[src/rtl/cpu_multicycle.sv]
// Multicycle 32-bit-instruction core: FETCH -> DECODE -> EXECUTE -> WRITEBACK, halting on illegal opcodes.
// Register file and PC are cleared asynchronously; operand/result latches carry no reset.
module cpu_multicycle #(
  parameter int DATA_W = 8,
  parameter int NREG   = 8,
  localparam int AW    = $clog2(NREG)
) (
  input  logic              CLK,
  input  logic              RESET,
  output logic [31:0]       PC,
  output logic              INSTR_READ,
  input  logic [31:0]       INSTRUCTION,
  input  logic              INSTR_BUSYWAIT,
  output logic              HALTED,
  input  logic [AW-1:0]     DBG_ADDR,
  output logic [DATA_W-1:0] DBG_DATA
);

  typedef enum logic [2:0] {
    S_FETCH,
    S_DECODE,
    S_EXECUTE,
    S_WRITEBACK,
    S_HALT
  } state_t;

  state_t                   r_state;
  logic [31:0]              r_pc;
  logic [31:0]              r_ir;
  logic                     r_instr_read;
  logic                     r_halted;
  logic [DATA_W-1:0]        r_regs [NREG];
  logic signed [DATA_W-1:0] r_a_p1;
  logic signed [DATA_W-1:0] r_b_p1;
  logic signed [DATA_W-1:0] r_imm_p1;
  logic signed [DATA_W-1:0] r_res_p2;
  logic [31:0]              r_npc_p2;

  logic [7:0]               w_op;
  logic [AW-1:0]            w_dest;
  logic [AW-1:0]            w_src1;
  logic [AW-1:0]            w_src2;
  logic                     w_legal;
  logic                     w_taken;
  logic [31:0]              w_off_ext;
  logic [31:0]              w_npc;
  logic signed [DATA_W-1:0] w_imm;

  assign w_op      = r_ir[31:24];
  assign w_dest    = r_ir[16 +: AW];
  assign w_src1    = r_ir[8 +: AW];
  assign w_src2    = r_ir[0 +: AW];
  assign w_legal   = (w_op <= 8'h07);
  assign w_imm     = DATA_W'($signed(r_ir[7:0]));
  assign w_off_ext = {{24{r_ir[23]}}, r_ir[23:16]};
  assign w_taken   = (w_op == 8'h06) || ((w_op == 8'h07) && (r_a_p1 == r_b_p1));
  assign w_npc     = r_pc + 32'd4 + (w_taken ? {w_off_ext[29:0], 2'b00} : 32'd0);

  assign PC         = r_pc;
  assign INSTR_READ = r_instr_read;
  assign HALTED     = r_halted;
  assign DBG_DATA   = r_regs[DBG_ADDR];

  function automatic logic signed [DATA_W-1:0] f_alu(
    input logic [7:0]               op,
    input logic signed [DATA_W-1:0] a,
    input logic signed [DATA_W-1:0] b,
    input logic signed [DATA_W-1:0] imm
  );
    case (op)
      8'h00:   f_alu = imm;
      8'h01:   f_alu = b;
      8'h02:   f_alu = a + b;
      8'h03:   f_alu = DATA_W'(a + ~b + 1);
      8'h04:   f_alu = a & b;
      8'h05:   f_alu = a | b;
      default: f_alu = '0;
    endcase
  endfunction

  // p1: operand latch in DECODE; p2: ALU result and next PC in EXECUTE
  always_ff @(posedge CLK) begin
    case (r_state)
      S_DECODE: begin
        r_a_p1   <= r_regs[w_src1];
        r_b_p1   <= r_regs[w_src2];
        r_imm_p1 <= w_imm;
      end
      S_EXECUTE: begin
        r_res_p2 <= f_alu(w_op, r_a_p1, r_b_p1, r_imm_p1);
        r_npc_p2 <= w_npc;
      end
      default: ;
    endcase
  end

  // After reset the first FETCH cycle only raises the read request; the word is taken on the next edge.
  always_ff @(posedge CLK or negedge RESET) begin
    if (!RESET) begin
      r_state      <= S_FETCH;
      r_pc         <= '0;
      r_ir         <= '0;
      r_instr_read <= 1'b0;
      r_halted     <= 1'b0;
      for (int i = 0; i < NREG; i++) r_regs[i] <= '0;
    end else begin
      case (r_state)
        S_FETCH: begin
          if (!r_instr_read) begin
            r_instr_read <= 1'b1;
          end else if (!INSTR_BUSYWAIT) begin
            r_ir         <= INSTRUCTION;
            r_instr_read <= 1'b0;
            r_state      <= S_DECODE;
          end
        end
        S_DECODE: begin
          if (w_legal) begin
            r_state  <= S_EXECUTE;
          end else begin
            r_state  <= S_HALT;
            r_halted <= 1'b1;
          end
        end
        S_EXECUTE: r_state <= S_WRITEBACK;
        S_WRITEBACK: begin
          if (w_op <= 8'h05) r_regs[w_dest] <= r_res_p2;
          r_pc         <= r_npc_p2;
          r_instr_read <= 1'b1;
          r_state      <= S_FETCH;
        end
        S_HALT: ;
        default: r_state <= S_FETCH;
      endcase
    end
  end

endmodule

[config.mk]
export PLATFORM = sky130hd
export DESIGN_NAME = cpu_multicycle
export DESIGN_NICKNAME = d
export VERILOG_FILES = /design/src/rtl/cpu_multicycle.sv
export SDC_FILE = /design/constraint.sdc
export NUM_CORES = 1
export LEC_CHECK = 0
export ABC_AREA = 1
export CORE_MARGIN = 1
export CORE_UTILIZATION = 65
export DETAILED_ROUTE_END_ITERATION = 6
export HOLD_SLACK_MARGIN = 0.12
export PLACE_DENSITY = 0.94
export SKIP_CTS_REPAIR_TIMING = 1
export SYNTH_ARGS = -nofsm -noshare
export SYNTH_HDL_FRONTEND = slang
export SYNTH_SLANG_ARGS = --single-unit
[constraint.sdc]
create_clock -name CLK -period 6.6 [get_ports CLK]
set_input_delay 1.98 -clock CLK [delete_from_list [all_inputs] [get_ports CLK]]
set_output_delay 1.98 -clock CLK [all_outputs]
set_load 0.005 [all_outputs]
Yosys cells after proc, flatten, opt, wreduce, memory -nomap -nowiden
Cells that the tools add are included.
- bitwise gates (word level): 10
- $add $sub $neg: 5
- reduce and logical (&&, ||, !) cells: 10
- eq/ne operators: 14
- mux-type cells: 21
- magnitude comparators: 7
- operators with widths (kind ; count):
    8-bit binary-select mux with 3-bit select ; 3
    64-bit bitwise mux ; 1
    8-bit two-way mux ; 7
    8-bit case mux with 6 select lines ; 1
    32-bit by 3-bit adder with 32-bit output (second input constant) ; 1
    32-bit adder ; 1
    8-bit by 3-bit equality test with 1-bit output (second input constant) ; 4
    32-bit two-way mux ; 1
    8-bit demux with 3-bit select ; 1
    8-bit adder ; 2
    8-bit by 2-bit equality test with 1-bit output (second input constant) ; 2
    4-bit greater-or-equal comparator (second input constant) ; 4
    8-bit by 3-bit <= comparator with 1-bit output (second input constant) ; 2
    3-bit NOT with 4-bit output ; 4
    3-bit case mux with 4 select lines ; 1
    3-bit two-way mux ; 3
    8-bit by 2-bit adder with 8-bit output (second input constant) ; 1
    8-bit bitwise AND ; 1
    8-bit by 1-bit equality test with 1-bit output (second input constant) ; 1
    8-bit equality test ; 1
    8-bit zero test ; 1
    8-bit NOT ; 1
    8-bit OR ; 1
    3-bit by 2-bit equality test with 1-bit output (second input constant) ; 2
    13 further kinds ; 20
- input bits: 38
- logic and storage cells: 85
- bits in registers: 197
- output and inout port bits: 42

Longest topological paths before layout
- depth after elaboration: 6
- mapped depth: 21
- depth with buffers taken out: 20

Worst setup path after synthesis
OpenSTA, ideal clock, no wires.
- path kind: input to output
- from: in DBG_ADDR[0]
- to: out DBG_DATA[7]
- slack: 1777 ps
- arrival time: 2843 ps
- cell stages on the path: 4
- path buffers: 2
- data required time: 4620 ps
- cell sequence: clkbuf_1 clkbuf_1 o211ai_1 a31oi_1
- cells in the longest elaborated chain, start to end: 4
- ends and longest elaborated chain (item ; RTL line ; text):
    from (decl) ; 15 ; input logic [AW-1:0] DBG_ADDR,
    3-bit NOT with 4-bit output (implied by the code) ; 62 ; assign DBG_DATA = r_regs[DBG_ADDR];
    8-bit binary-select mux with 3-bit select ; 62 ;
    8-bit two-way mux (implied by the code) (2 in series) ; 62 ;
    to (decl) ; 16 ; output logic [DATA_W-1:0] DBG_DATA
No other way between the ends. The select of a mux whose other input is x is not followed.

Worst setup path after layout
- from: in DBG_ADDR[1]
- to: out DBG_DATA[5]
Same word-level chain as after synthesis.

==> impl_metrics.toml <==
[outcome]
status = "finished, violations left"
violations = "design-rule violations"

[floorplan]
core.rowCount = 49
die_area_um2 = 18900
core_um2 = 18000
die_y_um = 137
start_util_pct = 66.3
die_w_um = 137
ios = 80

[routing]
routedWlPerCell_um = 17.3
drt_iter0_drc = 1355
dr.pass1.iters = 7
postRouteAntennaNets = 0
detail_route.vias_per_cell = 5.94
drc = 8
finalWirelength_mm = 32.2
via_count = 11100

[placement]
postPlaceCellArea_um2 = 12800
io_buffers = 74
dp.cells = 1831
post-dp-hpwl_mm = 22.6
gp_routability_congestion = 0.962

[synthesis]
yosysTopAreaCellShare_pct = 26.9
synth_most_common_cell = "nand2_1"
netlist_area_um2 = 11900
synth_top_family_by_area = "simple AND/OR/NAND/NOR gates"
synth-main-ff-cell = "dfrtp_1"
synth_area_per_cell_um2 = 7.57
synth.area.mux_share_pct = 0
synth-xor-area-share_pct = 1.47
ys_ff_latch = 192
synth_edf_count = 64
yosysUniqueCellTypes = 35
yosys.area.top_type = "dfrtp_1"
synth_simple_gate_area_share_pct = 23.7
synthCells = 1574
syn-num-nets = 1695
yosysSeqAreaShare_pct = 43.0
synthAdderAreaFrac_pct = 8.91
synth_compound_gate_area_share_pct = 15.0
synth_warnings = 0
synthTopCellsByCount = "nand2_1 (467), inv_1 (184), nor2_1 (140)"
synthTopCellsByArea = "dfrtp_1 (27%), edfxtp_1 (16%), nand2_1 (15%), ha_1 (8.4%), inv_1 (5.8%)"
async_flop_share_pct = 66.7

[clock_tree]
clockBufferDepth = 2
cts_root_buf = "clkbuf_16"
cts_tree = "done"
clock-sinks = 192
insertion_delay_ps = 450
numCtsBuffers = 17
cts_htree_levels = 4
clkTransAtPathRegs_ps = 70

[hold_path]
min_path_type = "reg2reg"
hold-path-endpoint = "PC[8]"
whs_path_depth = 2
hp-start = "r_npc_p2[8]"

[flow_run]
maxCapViolCount = 0

[sta]
final_max_slew_viol_count = 0
setup_viol = 0
max-slew-margin-rel_pct = 14.2
finalCriticalPeriod_ps = 6130
fin_worst_skew_ps = 13.4
hold_viol_final = 0
clock.fmax_ghz = 0.163
setup_tns_ps = 0
fin_hold_ws_ps = 453
rsz0062_at_grt = "no"
worst_pin_slew_ps = 1290
finalCritPeriodShare_pct = 92.9

[cells_and_area]
drive_above_1_share_pct = 3.73
fin_nets = 1742
final-instance-count-excl-fill = 1864
multi_input_area_um2 = 5850
area_growth_pct = 12.4
seqCellArea_um2 = 5120
nFillCells = 1332
fin_area_um2 = 13400

[critical_path]
cp.required_ps = 4620
r2r_slack_ps = 2380
start_kind = "primary input"
r2r_start = "r_a_p1[1]"
r2r_cells = 18
worst-path-max-fanout = 19
critPathKind = "in2out"
critPathArrivalTime_ps = 4150
end_kind = "output port"
r2r-end = "r_npc_p2[28]"

[global_route]
grt_pass1_vias = 10400
grt_antenna_before_repair = 1
track_usage_pct = 36.0
grt_max_degree = 82
grt_overflow_total = 0
grt_first_pass_wirelength_mm = 51.7

[power_and_ir_drop]
total_power_mw = 2.35
p_int_mw = 1.81
p_sw_share_pct = 22.8
power_density_nw_per_um2 = 175
p_seq_share_pct = 52.1
leakage_nw = 6.66
power.share.clock_pct = 44.8
switchingPower_uw = 535
combPwrFrac_pct = 3.1
peakVddDrop_v = 0.000274
-- cell type report --
class / count / share of cell area, %
Tap cell: 229 / 2.14
Sequential cell: 192 / 38.3
Clock buffer: 19 / 3.39
Timing Repair Buffer: 84 / 6.11
Multi-Input combinational cell: 1138 / 43.8
Antenna cell: 1 / 0.0187
Clock inverter: 13 / 1.01
Inverter: 188 / 5.27
-- layout by cell type, fill, tap and decap left out, types with 4 or more instances in the layout --
| master | netlist | layout |
|---|---|---|
| nand2_1 | 467 | 467 |
| inv_1 | 184 | 184 |
| nor2_1 | 140 | 139 |
| o21ai_0 | 129 | 129 |
| dfrtp_1 | 128 | 128 |
| ha_1 | 80 | 80 |
| a21oi_1 | 76 | 76 |
| clkdlybuf4s50_1 | 0 | 73 |
| nand3_1 | 67 | 67 |
| edfxtp_1 | 64 | 64 |
| o21ai_1 | 63 | 63 |
| a31oi_1 | 25 | 25 |
| o211ai_1 | 25 | 25 |
| clkbuf_16 | 0 | 18 |
| xor2_1 | 14 | 14 |
| buf_4 | 2 | 10 |
| o21bai_1 | 9 | 9 |
| nand2_2 | 8 | 8 |
| nand4_1 | 7 | 7 |
| xnor2_1 | 6 | 6 |
| inv_6 | 0 | 6 |
| or2_2 | 4 | 4 |
| clkinv_1 | 4 | 4 |
-- cell families after synthesis --
logic type               Yosys count
buffers and inverters            244
adder cells (fa/ha/maj)           83
XOR/XNOR                          20
AND/OR/NAND/NOR                  703
flip-flops                       192
AO/OA/AOI/OAI                    332
-- sequential cells by signal (all words and copies together) (netlist names) --
register / flops
r_regs: 64
PC: 32
r_npc_p2: 32
r_ir: 27
r_a_p1: 8
r_b_p1: 8
r_imm_p1: 8
r_res_p2: 8
r_state: 3
HALTED: 1
INSTR_READ: 1
-- critical path, stage by stage --
cell and delay [ps]:
clkdlybuf4s50_1 860, o21ai_0 210, o21ai_0 280, nor2_1 70, a31oi_1 210, clkdlybuf4s50_1 540
-- routing by layer --
metal | GRT usage, % | wire length, µm | up-vias
met1 | 44.3 | 12600 | 5088
met3 | 6.48 | 2710 | 141
met4 | 20.4 | 1760 | 0
li1 | - | - | 5224
met2 | 59.6 | 15100 | 616
met5 | 0 | 0 | -
-- worst max path at each step --
stage | from | end | slack [ps]
final | DBG_ADDR[1] | DBG_DATA[5] | 470
after floorplan | DBG_ADDR[0] | DBG_DATA[7] | 1780
after detailed placement | DBG_ADDR[1] | DBG_DATA[7] | 540
after global routing | DBG_ADDR[1] | DBG_DATA[4] | 340
after global placement | DBG_ADDR[1] | DBG_DATA[4] | 560
after CTS | DBG_ADDR[1] | DBG_DATA[5] | 490
-- through the flow --
| step | utilization (%) | worst slack [ps] |
|---|---|---|
| CTS | 74.5 | 489 |
| global route | 74.5 | 335 |
| floorplan | - | 1780 |
| global placement | 71.2 | 564 |
| finish | 74.5 | 466 |
| detailed placement | 71.2 | 536 |
-- power by group through the flow --
stage / clock network, mW / logic [mW] / registers [mW]
detailed placement: 0 / 0.0717 / 1.25
global route: 1.10 / 0.0798 / 1.22
CTS: 1.05 / 0.0721 / 1.22
global placement: 0 / 0.0703 / 1.25
finish: 1.05 / 0.0719 / 1.22
floorplan: 0 / 0.0212 / 1.25
Power figures use the tool's default switching activity.
